`src/rtl/uart_cmd_responder.sv`:
```
// Command responder for the buck-boost controller UART: parses AA/A/DH/DL/C frames, drives the register bus, returns ACK/NAK/read data.
// Optional inter-byte timeout is enabled by defining UART_CMD_TIMEOUT_EN.
module uart_cmd_responder #(
    parameter logic [7:0]  HEADER         = 8'hAA,
    parameter logic [7:0]  ACK_BYTE       = 8'h06,
    parameter logic [7:0]  NAK_BYTE       = 8'h15,
    parameter int unsigned TIMEOUT_CYCLES = 270000
) (
    input  logic        clk_27m,
    input  logic        rst_n,
    input  logic [7:0]  rx_data,
    input  logic        rx_valid,
    input  logic        rx_error,
    output logic [7:0]  tx_data,
    output logic        tx_start,
    input  logic        tx_busy,
    output logic [6:0]  reg_addr,
    output logic [15:0] reg_wdata,
    output logic        reg_wr,
    output logic        reg_rd,
    input  logic [15:0] reg_rdata,
    output logic        frame_err,
    output logic        busy
);

    typedef enum logic [3:0] {
        HUNT, GOT_HDR, GOT_A, GOT_DH, GOT_DL, CHECK, RD_WAIT,
        TX_LOAD, TX_WAIT_HI, TX_WAIT_LO
    } state_t;

    typedef enum logic [1:0] {RESP_ACK, RESP_NAK, RESP_READ} resp_t;

    state_t      state_q, state_d;
    resp_t       resp_q, resp_d;
    logic [2:0]  tx_idx_q, tx_idx_d;
    logic        rx_valid_q, rx_error_q;
    logic        byte_stb, err_stb, in_frame, abort, chk_ok, resp_last, timeout_hit;
    logic [7:0]  a_q, dh_q, dl_q, c_q, rh_q, rl_q;
    logic [7:0]  frame_sum, resp_sum;

    assign byte_stb  = rx_valid & ~rx_valid_q;
    assign err_stb   = rx_error & ~rx_error_q;
    assign in_frame  = state_q inside {GOT_HDR, GOT_A, GOT_DH, GOT_DL};
    assign abort     = in_frame && (err_stb || timeout_hit);
    assign frame_sum = a_q + dh_q + dl_q;
    assign resp_sum  = a_q + rh_q + rl_q;
    assign chk_ok    = (frame_sum == c_q);
    assign resp_last = (resp_q == RESP_READ) ? (tx_idx_q == 3'd4) : 1'b1;
    assign busy      = (state_q != HUNT);

    // NOTE: sequential state uses non-blocking assignments so every register samples pre-edge values.
    always_ff @(posedge clk_27m or negedge rst_n) begin
        if (!rst_n) begin
            state_q    <= HUNT;
            resp_q     <= RESP_ACK;
            tx_idx_q   <= 3'd0;
            rx_valid_q <= 1'b0;
            rx_error_q <= 1'b0;
        end else begin
            state_q    <= state_d;
            resp_q     <= resp_d;
            tx_idx_q   <= tx_idx_d;
            rx_valid_q <= rx_valid;
            rx_error_q <= rx_error;
        end
    end

    // NOTE: every output of this block gets a default first, so no path can infer a latch.
    always_comb begin
        state_d   = state_q;
        resp_d    = resp_q;
        tx_idx_d  = tx_idx_q;
        reg_wr    = 1'b0;
        reg_rd    = 1'b0;
        tx_start  = 1'b0;
        frame_err = 1'b0;
        if (abort) begin
            frame_err = 1'b1;
            state_d   = HUNT;
        end else begin
            case (state_q)
                HUNT:    if (byte_stb && rx_data == HEADER) state_d = GOT_HDR;
                GOT_HDR: if (byte_stb) state_d = GOT_A;
                GOT_A:   if (byte_stb) state_d = GOT_DH;
                GOT_DH:  if (byte_stb) state_d = GOT_DL;
                GOT_DL:  if (byte_stb) state_d = CHECK;
                CHECK: begin
                    tx_idx_d = 3'd0;
                    if (!chk_ok) begin
                        frame_err = 1'b1;
                        resp_d    = RESP_NAK;
                        state_d   = TX_LOAD;
                    end else if (a_q[7]) begin
                        reg_wr  = 1'b1;
                        resp_d  = RESP_ACK;
                        state_d = TX_LOAD;
                    end else begin
                        reg_rd  = 1'b1;
                        resp_d  = RESP_READ;
                        state_d = RD_WAIT;
                    end
                end
                RD_WAIT: state_d = TX_LOAD;
                TX_LOAD: begin
                    tx_start = 1'b1;
                    state_d  = TX_WAIT_HI;
                end
                TX_WAIT_HI: if (tx_busy) state_d = TX_WAIT_LO;
                TX_WAIT_LO: begin
                    if (!tx_busy) begin
                        if (resp_last) begin
                            state_d = HUNT;
                        end else begin
                            tx_idx_d = tx_idx_q + 3'd1;
                            state_d  = TX_LOAD;
                        end
                    end
                end
                default: state_d = HUNT;
            endcase
        end
    end

    // Response byte is a pure function of the queued kind and index, so it holds until the index moves.
    always_comb begin
        tx_data = 8'h00;
        if (state_q inside {TX_LOAD, TX_WAIT_HI, TX_WAIT_LO}) begin
            case (resp_q)
                RESP_ACK: tx_data = ACK_BYTE;
                RESP_NAK: tx_data = NAK_BYTE;
                default: begin
                    case (tx_idx_q)
                        3'd0:    tx_data = HEADER;
                        3'd1:    tx_data = a_q;
                        3'd2:    tx_data = rh_q;
                        3'd3:    tx_data = rl_q;
                        default: tx_data = resp_sum;
                    endcase
                end
            endcase
        end
    end

    // Bus address/data only change when a complete frame enters CHECK.
    always_ff @(posedge clk_27m or negedge rst_n) begin
        if (!rst_n) begin
            a_q       <= 8'h00;
            dh_q      <= 8'h00;
            dl_q      <= 8'h00;
            c_q       <= 8'h00;
            rh_q      <= 8'h00;
            rl_q      <= 8'h00;
            reg_addr  <= 7'h00;
            reg_wdata <= 16'h0000;
        end else begin
            if (state_q == GOT_HDR && state_d == GOT_A)  a_q  <= rx_data;
            if (state_q == GOT_A   && state_d == GOT_DH) dh_q <= rx_data;
            if (state_q == GOT_DH  && state_d == GOT_DL) dl_q <= rx_data;
            if (state_q == GOT_DL  && state_d == CHECK) begin
                c_q       <= rx_data;
                reg_addr  <= a_q[6:0];
                reg_wdata <= {dh_q, dl_q};
            end
            if (state_q == RD_WAIT) begin
                rh_q <= reg_rdata[15:8];
                rl_q <= reg_rdata[7:0];
            end
        end
    end

`ifdef UART_CMD_TIMEOUT_EN
    localparam logic [19:0] TIMEOUT_LAST = 20'(TIMEOUT_CYCLES - 1);

    logic [19:0] timeout_cnt_q;

    always_ff @(posedge clk_27m or negedge rst_n) begin
        if (!rst_n) begin
            timeout_cnt_q <= 20'd0;
        end else if (!in_frame || byte_stb) begin
            timeout_cnt_q <= 20'd0;
        end else begin
            timeout_cnt_q <= timeout_cnt_q + 20'd1;
        end
    end

    assign timeout_hit = in_frame && (timeout_cnt_q == TIMEOUT_LAST);
`else
    logic unused_timeout_cfg;
    assign unused_timeout_cfg = ^TIMEOUT_CYCLES;
    assign timeout_hit        = 1'b0;
`endif

endmodule

```
`config.mk`:
```
export PLATFORM = sky130hd
export DESIGN_NAME = uart_cmd_responder
export DESIGN_NICKNAME = d
export VERILOG_FILES = /design/src/rtl/uart_cmd_responder.sv
export SDC_FILE = /design/constraint.sdc
export NUM_CORES = 1
export LEC_CHECK = 0
export ABC_CLOCK_PERIOD_IN_PS = 3000
export BUFFER_PORTS_ARGS = -buffer_cell sky130_fd_sc_hd__buf_4
export CORE_AREA = 2 2 94 96
export DETAILED_ROUTE_END_ITERATION = 6
export DIE_AREA = 0 0 96 98
export PLACE_DENSITY = 0.78
export SYNTH_ARGS = -nofsm -noshare
export SYNTH_HDL_FRONTEND = slang
export SYNTH_SLANG_ARGS = --single-unit
```
`constraint.sdc`:
```
create_clock -name clk_27m -period 3 [get_ports clk_27m]
set_input_delay 0 -clock clk_27m [delete_from_list [all_inputs] [get_ports clk_27m]]
set_output_delay 0 -clock clk_27m [all_outputs]
set_load 0.05 [all_outputs]
```
==> results.py, run 1 <==
metrics = {
    "placed_design": {
        "place_ws_ns": 0.04183,
        "gp_congestion": 0.8757,
        "dp_cells": 543,
        "numPortBuffers": 64,
        "place_hpwl_um": 6805,
    },
    "global_routing": {
        "antenna_found_initial": 0,
        "gr-total-overflow": 0,
        "grt_max_degree": 83,
        "grt_pass1_wl_um": 16600,
        "first_global_vias": 3346,
        "grt_use_total": 0.2296,
    },
    "drt": {
        "detail_route.first_pass.iterations": 5,
        "num_vias": 3317,
        "final_antenna_net_count": 0,
        "viasPerCell": 5.594,
        "drt_iter0_drc": 230,
        "routed_wl_um": 10120,
        "route.detailed.drc": 0,
        "wl_per_cell_um": 17.07,
    },
    "finish": {
        "fill_cells": 583,
        "stdcell_count": 593,
        "nets": 542,
        "final_util": 0.6994,
        "final_cell_mix": "dfrtp_1, buf_4, mux2_2, mux2_4, dlygate4sd3_1",
        "diodes": 0,
        "drive_gt1_frac": 0.3938,
        "final_common_cell": "dfrtp_1",
        "synthToLayoutAreaGrowth_pct": 25.82,
    },
    "floorplan": {
        "initial_core_util": 0.5559,
        "num_io_pins": 65,
        "core_area_um2": 8466,
        "fp-row-count": 34,
        "fp.dieArea_um2": 9408,
        "die_y_um": 98,
        "die_w_um": 96,
    },
    "critical_path": {
        "reg2reg_depth": 11,
        "r2r-start": "a_q[1]",
        "worst_ep_arrival_time_ns": 3.14,
        "r2r-end": "state_q[0]",
        "reg2reg_slack_ns": 0.18,
        "cp_max_fo": 2,
        "crit_end": "reg_rd",
        "required_ns": 3.00,
        "endpoint_kind": "output port",
        "startpoint_type": "flip-flop",
        "crit_start": "a_q[1]",
        "worstSetupPathType": "reg2out",
    },
    "pwr": {
        "vdd_drop_max_mv": 0.6254,
        "powerDensity_nw_per_um2": 1124,
        "leakagePower_uw": 0.002875,
        "power_uw": 6656,
    },
    "clocking": {
        "cts_tree": "built",
        "root_buffer": "clkbuf_8",
        "cts_made_buffers": 9,
        "clock_sinks": 82,
        "cts-htree-levels": 3,
        "cts_buffer_depth": 2,
        "clk_latency_ns": 0.37,
        "clk_pin_slew_ns": 0.09,
    },
    "timing": {
        "slew_violations": 0,
        "fin_crit_sh": 1.046,
        "fin_skew_ns": 0.01336,
        "worst_slew_pin_slew_ns": 1.034,
        "finalHoldViolCount": 0,
        "fin_ws_ns": -0.1380,
        "setup_viol": 4,
        "fin_crit_ns": 3.138,
        "max_freq_ghz": 0.3187,
        "rsz0062_at_grt": "true",
        "finalSetupTns_ns": -0.4038,
        "maxSlewHeadroom": 0.3108,
    },
    "synthesis": {
        "ys_seq_area_frac": 0.4361,
        "synth_nets": 441,
        "synthCells": 379,
        "muxShareOfSynthArea": 0.1936,
        "synth_ff_type": "dfrtp_1",
        "yosysWarnings": 0,
        "synth_fa_ha_area_frac": 0.1133,
        "ys_ff_latch": 82,
        "synthSimpleGateAreaFrac": 0.09519,
        "synth_edf_count": 0,
        "syn_area_um2": 4706,
        "synth-compound-area-share": 0.08322,
        "postSynthAreaPerCell_um2": 12.42,
        "synth_xor_area_frac": 0.04095,
        "async_flop_share": 1.000,
        "synth_top_family_by_area": "multiplexers",
        "ys_types": 56,
    },
    "hold_path": {
        "min_path_type": "in2reg",
    },
    "outcome": {
        "status": "complete, but fails checks",
        "violations": "setup timing",
    },
    "flow_run": {
        "cap_violations": 0,
    },
}
-- cells in the mapped netlist (all sizes together), types with 6 or more instances --
library cell  number  area (um^2)
nand2             25        96.35
nor2b              6        37.54
xnor2             16        140.1
buf                7        87.58
ha                17        212.7
fa                16        320.3
clkbuf             9        33.78
inv               15        56.30
xor2               6        52.55
mux2              70        900.9
a21oi             11        55.05
nor3               8        45.04
a222oi             6        60.06
o21ai             17        88.84
nor2              16        62.56
dfrtp             82         2052
-- critical path: stages, from the launching register on --
cell     delay, ns
dfrtp_1       0.40
fa_1          0.53
ha_4          0.19
fa_2          0.35
a21o_1        0.18
a21oi_2       0.20
o21ai_2       0.09
xnor2_2       0.16
buf_4         0.16
nor4_4        0.18
and2_4        0.20
buf_8         0.14
-- timing repair --
item	in CTS	in global routing
pin swaps	15	8
hold buffers	28	0
endpoints found under the setup margin	5	6
setup buffers	3	3
gates resized for setup	18	12
endpoints found under the hold margin	133	0
-- worst min-delay path by stage --
stage | endpoint | depth (start not counted) | from | slack (ns)
6_report | rx_error_q | 2 | rx_error | 0.29
5_1_grt | rx_error_q | 2 | rx_error | 0.29
4_1_cts | rx_error_q | 2 | rx_error | 0.28
3_5_place_dp | rx_valid_q | 1 | rx_valid | 0.12
3_3_place_gp | rx_valid_q | 1 | rx_valid | 0.12
2_1_floorplan | a_q[0] | 0 | rst_n | -0.30
-- stage by stage --
step	area [um^2]	hold slack, ns
finish	5921	0.2893
global placement	5270	0.1188
global route	5921	0.2852
floorplan	4716	-0.2956
CTS	5843	0.2809
detailed placement	5270	0.1209
-- sequential cells by signal, indices dropped and copies added (netlist names), 3 cells and up --
| register | flops |
|---|---|
| reg_wdata | 16 |
| a_q | 8 |
| c_q | 8 |
| dh_q | 8 |
| dl_q | 8 |
| rh_q | 8 |
| rl_q | 8 |
| reg_addr | 7 |
| state_q | 4 |
| tx_idx_q | 3 |
-- cell families (layout without fill, tap and decap cells) --
logic type               after synthesis  in the layout
AND/OR/NAND/NOR                       83             83
adder cells (fa/ha/maj)               33             33
XOR/XNOR                              22             22
buffers and inverters                 31            137
flip-flops                            82             82
multiplexers                          71             71
AO/OA/AOI/OAI                         57             57
-- routing by layer --
layer  GRT usage  share of wire  up-vias
met2      0.3419           0.49       85
li1            -              -     1548
met5           0              0        -
met1      0.3307           0.45     1666
met4     0.09341          0.020        0
met3     0.04398          0.041       18
-- power by group --
part	internal, uW	switching [uW]
Combinational	1880	2080
Sequential	1440	405
Clock	398	448
Total	3720	2930
-- final cells by class --
cell class	count	area (um^2)	share of cell area
inverters	15	56.30	0.009510
clock inverters	7	81.33	0.01374
well taps	108	135.1	0.02282
flip-flops and latches	82	2052	0.3466
clock buffers	9	123.9	0.02092
multi-input cells	266	2580	0.4358
repair buffers	106	892.1	0.1507
Note: power is estimated with default switching activity, not from simulation.
==> inputs of run 2 (changes only) <==
TNS_END_PERCENT = 20   (was unset)
==> run 2 against run 1 <==
The flow still finishes with violations (setup timing). Fmax fell by 0.37%. Via count is the same. Routed wire length increased by 0.72%. Largest power group unchanged.
==> results.py, run 2 (same netlist as run 1, synthesis figures left out) <==
metrics = {
    "clocking": {
        "cts-htree-levels": 3,
        "cts_tree": "built",
        "clock_sinks": 82,
        "cts_made_buffers": 9,
        "cts_buffer_depth": 2,
        "root_buffer": "clkbuf_8",
        "clk_pin_slew_ns": 0.08,
        "clk_latency_ns": 0.35,
    },
    "finish": {
        "diodes": 0,
        "synthToLayoutAreaGrowth_pct": 25.37,
        "nets": 541,
        "largest_reg_flops": 16,
        "final_cell_mix": "dfrtp_1, buf_4, mux2_2, mux2_4, dlygate4sd3_1",
        "final_util": 0.6969,
        "final_common_cell": "dfrtp_1",
        "fill_cells": 609,
        "register_area_um2": 2052,
        "final_cell_area_um2": 5899,
        "multiInputGateArea_um2": 2564,
        "drive_gt1_frac": 0.3864,
        "regMostFlops": "reg_wdata",
    },
    "floorplan": {
        "initial_core_util": 0.5559,
        "die_w_um": 96,
        "die_y_um": 98,
        "fp-row-count": 34,
        "fp.dieArea_um2": 9408,
        "num_io_pins": 65,
        "core_area_um2": 8466,
    },
    "global_routing": {
        "gr-total-overflow": 0,
        "grt_max_degree": 83,
        "first_global_vias": 3547,
        "antenna_found_initial": 0,
        "grt_use_total": 0.2409,
        "grt_pass1_wl_um": 17600,
    },
    "placed_design": {
        "dpl-instance-area_um2": 5258,
        "gp_congestion": 0.9073,
        "place_hpwl_um": 6970,
        "numPortBuffers": 64,
    },
    "critical_path": {
        "startpoint_type": "flip-flop",
        "worstSetupPathType": "reg2out",
        "required_ns": 3.00,
        "endpoint_kind": "output port",
        "worst_ep_arrival_time_ns": 3.15,
        "cp_max_fo": 4,
    },
    "drt": {
        "drt_iter0_drc": 152,
        "route.detailed.drc": 0,
        "viasPerCell": 5.603,
        "wl_per_cell_um": 17.22,
        "num_vias": 3317,
        "routed_wl_um": 10200,
        "detail_route.first_pass.iterations": 6,
        "final_antenna_net_count": 0,
    },
    "outcome": {
        "status": "complete, but fails checks",
        "violations": "setup timing",
    },
    "timing": {
        "fin_skew_ns": 0.01162,
        "finalHoldViolCount": 0,
        "worst_slew_pin_slew_ns": 1.038,
        "fin_ws_ns": -0.1497,
        "fin_crit_sh": 1.050,
        "fin_crit_ns": 3.150,
        "rsz0062_at_grt": "true",
        "maxSlewHeadroom": 0.3079,
        "slew_violations": 0,
        "max_freq_ghz": 0.3175,
        "setup_viol": 4,
    },
    "pwr": {
        "leakagePower_uw": 0.002871,
        "vdd_drop_max_mv": 0.8124,
        "powerDensity_nw_per_um2": 1089,
    },
    "flow_run": {
        "cap_violations": 0,
    },
    "hold_path": {
        "min_path_type": "in2reg",
    },
}
run 2: cell types whose count changed in the layout (fill, tap and decap cells not counted), sizes merged:
| cell | delta |
|---|---|
| clkinv | +1 |
| inv | -3 |
| buf | -1 |
| clkbuf | +2 |
run 2: final timing paths:
check	start	to	slack, ns	cells past startpoint
min in group asynchronous	rst_n	rl_q[2]	0.35	2
max in group asynchronous	rst_n	tx_idx_q[2]	1.95	2
max reg2reg	a_q[1]	state_q[0]	-0.14	14
min reg2reg	reg_wdata[14]	reg_wdata[14]	0.51	1
min	rx_valid	rx_valid_q	0.30	2
max	a_q[1]	reg_wr	-0.15	10
run 2: repair_timing:
action                                  in CTS  in global routing
hold buffers                                28                  0
resized for setup                           19                  7
buffers inserted                             6                  0
hold endpoints to repair                   133                  0
endpoints found under the setup margin       5                  7
pin swaps                                   11                  2
run 2: metal layers:
layer  routed length (um)  GRT usage
met5                    0          0
met4                  160    0.08681
met3                  373    0.03858
met2                 5056     0.3723
met1                 4605     0.3444
run 2: cell type report:
type | instances | share of cell area
inverter | 15 | 0.009544
clock inverter | 5 | 0.01018
clock buffer | 11 | 0.02566
sequential | 82 | 0.3478
timing repair buffer | 105 | 0.1493
multi-input combinational | 266 | 0.4346
tap | 108 | 0.02291
run 2: stage by stage:
step / setup TNS, ns / instances / hold WS, ns / power [uW] / setup WS (ns)
finish: -0.5003 / 592 / 0.3014 / 6424 / -0.1497
global route: -1.379 / 592 / 0.2961 / 6965 / -0.3066
CTS: -0.2847 / 592 / 0.2896 / 6267 / -0.1119
detailed placement: 0 / 542 / 0.1203 / 5125 / 0.09667
global placement: 0 / 542 / 0.1182 / 4987 / 0.09266
floorplan: -0.1684 / 379 / -0.2956 / 4338 / -0.1574
run 2: power by group:
part,leakage [uW],switching [uW],internal (uW)
Sequential,0.00107,425,1440
Clock,0.000106,399,433
Combinational,0.00170,1970,1760
run 2: critical path: stages (launching register included):
cell and delay, ns:
dfrtp_1 0.41, fa_1 0.58, ha_4 0.15, fa_2 0.44, xor2_1 0.16, nor4_1 0.25
nand3_2 0.17, nor3_2 0.15, buf_4 0.16, and3_4 0.19, buf_8 0.14
==> inputs of run 3 (changes only) <==
--- a/constraint.sdc
+++ b/constraint.sdc
@@ -3,2 +3,2 @@
 set_output_delay 0 -clock clk_27m [all_outputs]
-set_load 0.05 [all_outputs]
+set_load 0.02 [all_outputs]
==> run 3 against run 2 <==
The flow still finishes with violations (setup timing). Hold slack worse by 0.0071 ns. Flip-flop and latch count unchanged. First-iteration DRC count rose by 13%. Die area did not move. Worst setup slack improved by 0.088 ns. Utilization is 0.38 points lower. Via count is 0.36% lower. Fmax rose by 2.9%. Global-route usage decreased by 0.38 points. Critical path depth did not move. Clock skew up 0.0084 ns. Count of clock-buffer cells in the layout down 1. Largest power group unchanged. Highest routed layer unchanged.
==> results.py, run 3 (same netlist as run 1, synthesis figures left out) <==
metrics = {
    "drt": {
        "top_layer": "met4",
        "drt_iter0_drc": 172,
        "detail_route.first_pass.iterations": 4,
        "wl_per_cell_um": 17.04,
        "met2_length_um": 4944,
        "routed_wl_um": 10060,
        "viasPerCell": 5.602,
        "num_vias": 3305,
        "wl_met1_um": 4505,
        "final_antenna_net_count": 0,
        "route.detailed.drc": 0,
        "route.met3.wl_um": 447,
    },
    "critical_path": {
        "worstSetupPathType": "reg2out",
        "startpoint_type": "flip-flop",
        "crit_start": "dl_q[1]",
        "reg2reg_depth": 6,
        "required_ns": 3.00,
        "worst_ep_arrival_time_ns": 3.06,
        "r2r-start": "state_q[1]",
        "crit_end": "reg_wr",
        "reg2reg_slack_ns": 0.29,
        "endpoint_kind": "output port",
        "r2r-end": "a_q[2]",
        "cp_max_fo": 4,
    },
    "placed_design": {
        "gp_congestion": 0.8794,
        "dpl-instance-area_um2": 5245,
        "numPortBuffers": 64,
        "place_ws_ns": 0.08437,
        "place_hpwl_um": 7059,
    },
    "pwr": {
        "power_frac_comb": 0.586,
        "p_clk_frac": 0.119,
        "power_frac_seq": 0.295,
        "leakagePower_uw": 0.002844,
        "powerDensity_nw_per_um2": 1083,
        "switching_share": 0.4400,
        "power_uw": 6354,
        "vdd_drop_max_mv": 0.7467,
        "switching_power_uw": 2796,
        "internal-power_uw": 3559,
    },
    "finish": {
        "final_common_cell": "dfrtp_1",
        "synthToLayoutAreaGrowth_pct": 24.67,
        "largest_reg_flops": 16,
        "drive_gt1_frac": 0.3900,
        "diodes": 0,
        "regMostFlops": "reg_wdata",
        "nets": 539,
        "final_cell_area_um2": 5867,
        "final_cell_mix": "dfrtp_1, buf_4, mux2_2, mux2_4, dlygate4sd3_1",
    },
    "floorplan": {
        "die_y_um": 98,
        "fp-row-count": 34,
        "core_area_um2": 8466,
        "num_io_pins": 65,
        "fp.dieArea_um2": 9408,
        "initial_core_util": 0.5559,
        "die_w_um": 96,
    },
    "timing": {
        "finalHoldViolCount": 0,
        "slew_violations": 0,
        "maxSlewHeadroom": 0.3163,
        "finalSetupTns_ns": -0.1903,
        "max_freq_ghz": 0.3266,
        "fin_ws_ns": -0.06163,
        "rsz0062_at_grt": "true",
        "fin_crit_ns": 3.062,
        "fin_skew_ns": 0.02005,
        "fin_crit_sh": 1.021,
        "worst_slew_pin_slew_ns": 1.026,
        "setup_viol": 4,
    },
    "clocking": {
        "root_buffer": "clkbuf_8",
        "cts_made_buffers": 9,
        "cts-htree-levels": 3,
        "clk_latency_ns": 0.36,
        "cts_buffer_depth": 2,
        "cts_tree": "built",
        "clk_pin_slew_ns": 0.09,
        "clock_sinks": 82,
    },
    "flow_run": {
        "cap_violations": 0,
    },
    "global_routing": {
        "gr-total-overflow": 0,
        "grt_use_total": 0.2371,
        "grt_pass1_wl_um": 17170,
        "first_global_vias": 3392,
        "antenna_found_initial": 0,
        "grt_max_degree": 83,
    },
    "outcome": {
        "violations": "setup timing",
        "status": "complete, but fails checks",
    },
    "hold_path": {
        "min_path_type": "in2reg",
        "hold_depth": 2,
    },
}
run 3: what timing repair did:
action	in CTS	in global routing
setup buffers	5	0
hold buffers	28	0
resized for setup	24	3
endpoints found under the hold margin	133	0
pin swaps	20	1
endpoints found under the setup margin	5	6
run 3: worst min path at each step:
stage             start         end
2_1_floorplan     rst_n      a_q[0]
3_3_place_gp   rx_valid  rx_valid_q
3_5_place_dp   rx_valid  rx_valid_q
4_1_cts        rx_valid  rx_valid_q
5_1_grt        rx_valid  rx_valid_q
6_report       rx_valid  rx_valid_q
run 3: final cells by class:
cell class,count,area [um^2]
inverter,15,56.30
clock inverter,6,50.05
tap,108,135.1
fill,598,2599
timing repair buffer,103,863.3
multi-input combinational,266,2571
clock buffer,10,137.6
sequential,82,2053
run 3: worst max-delay path, cell delays in order, from the launching register on:
cell and delay (ns):
dfrtp_1 0.42, fa_1 0.49, ha_2 0.21, fa_2 0.35, a21o_1 0.18, a21oi_2 0.19
xnor2_1 0.16, nand3_2 0.16, nor3_4 0.22, and3_4 0.22, buf_6 0.11
run 3: metrics by stage:
| stage | utilization | hold slack (ns) | std cells |
|---|---|---|---|
| after floorplan | - | -0.2956 | 379 |
| after global placement | 0.6196 | 0.1180 | 541 |
| after detailed placement | 0.6196 | 0.1203 | 541 |
| after CTS | 0.6920 | 0.2846 | 590 |
| after global routing | 0.6930 | 0.3041 | 590 |
| final | 0.6930 | 0.2943 | 590 |
run 3: power groups by stage:
stage / registers [uW] / logic (uW) / clock network, uW
2_1_floorplan: 1780 / 2450 / 0
3_3_place_gp: 1860 / 3020 / 0
3_5_place_dp: 1880 / 3130 / 0
4_1_cts: 1870 / 3670 / 772
5_1_grt: 1940 / 4130 / 826
6_report: 1880 / 3720 / 754
run 3: metal layers:
| layer | vias to the layer above | GRT usage |
|---|---|---|
| met3 | 12 | 0.04552 |
| met1 | 1652 | 0.3352 |
| li1 | 1545 | - |
| met2 | 96 | 0.3713 |
| met5 | - | 0 |
| met4 | 0 | 0.07253 |
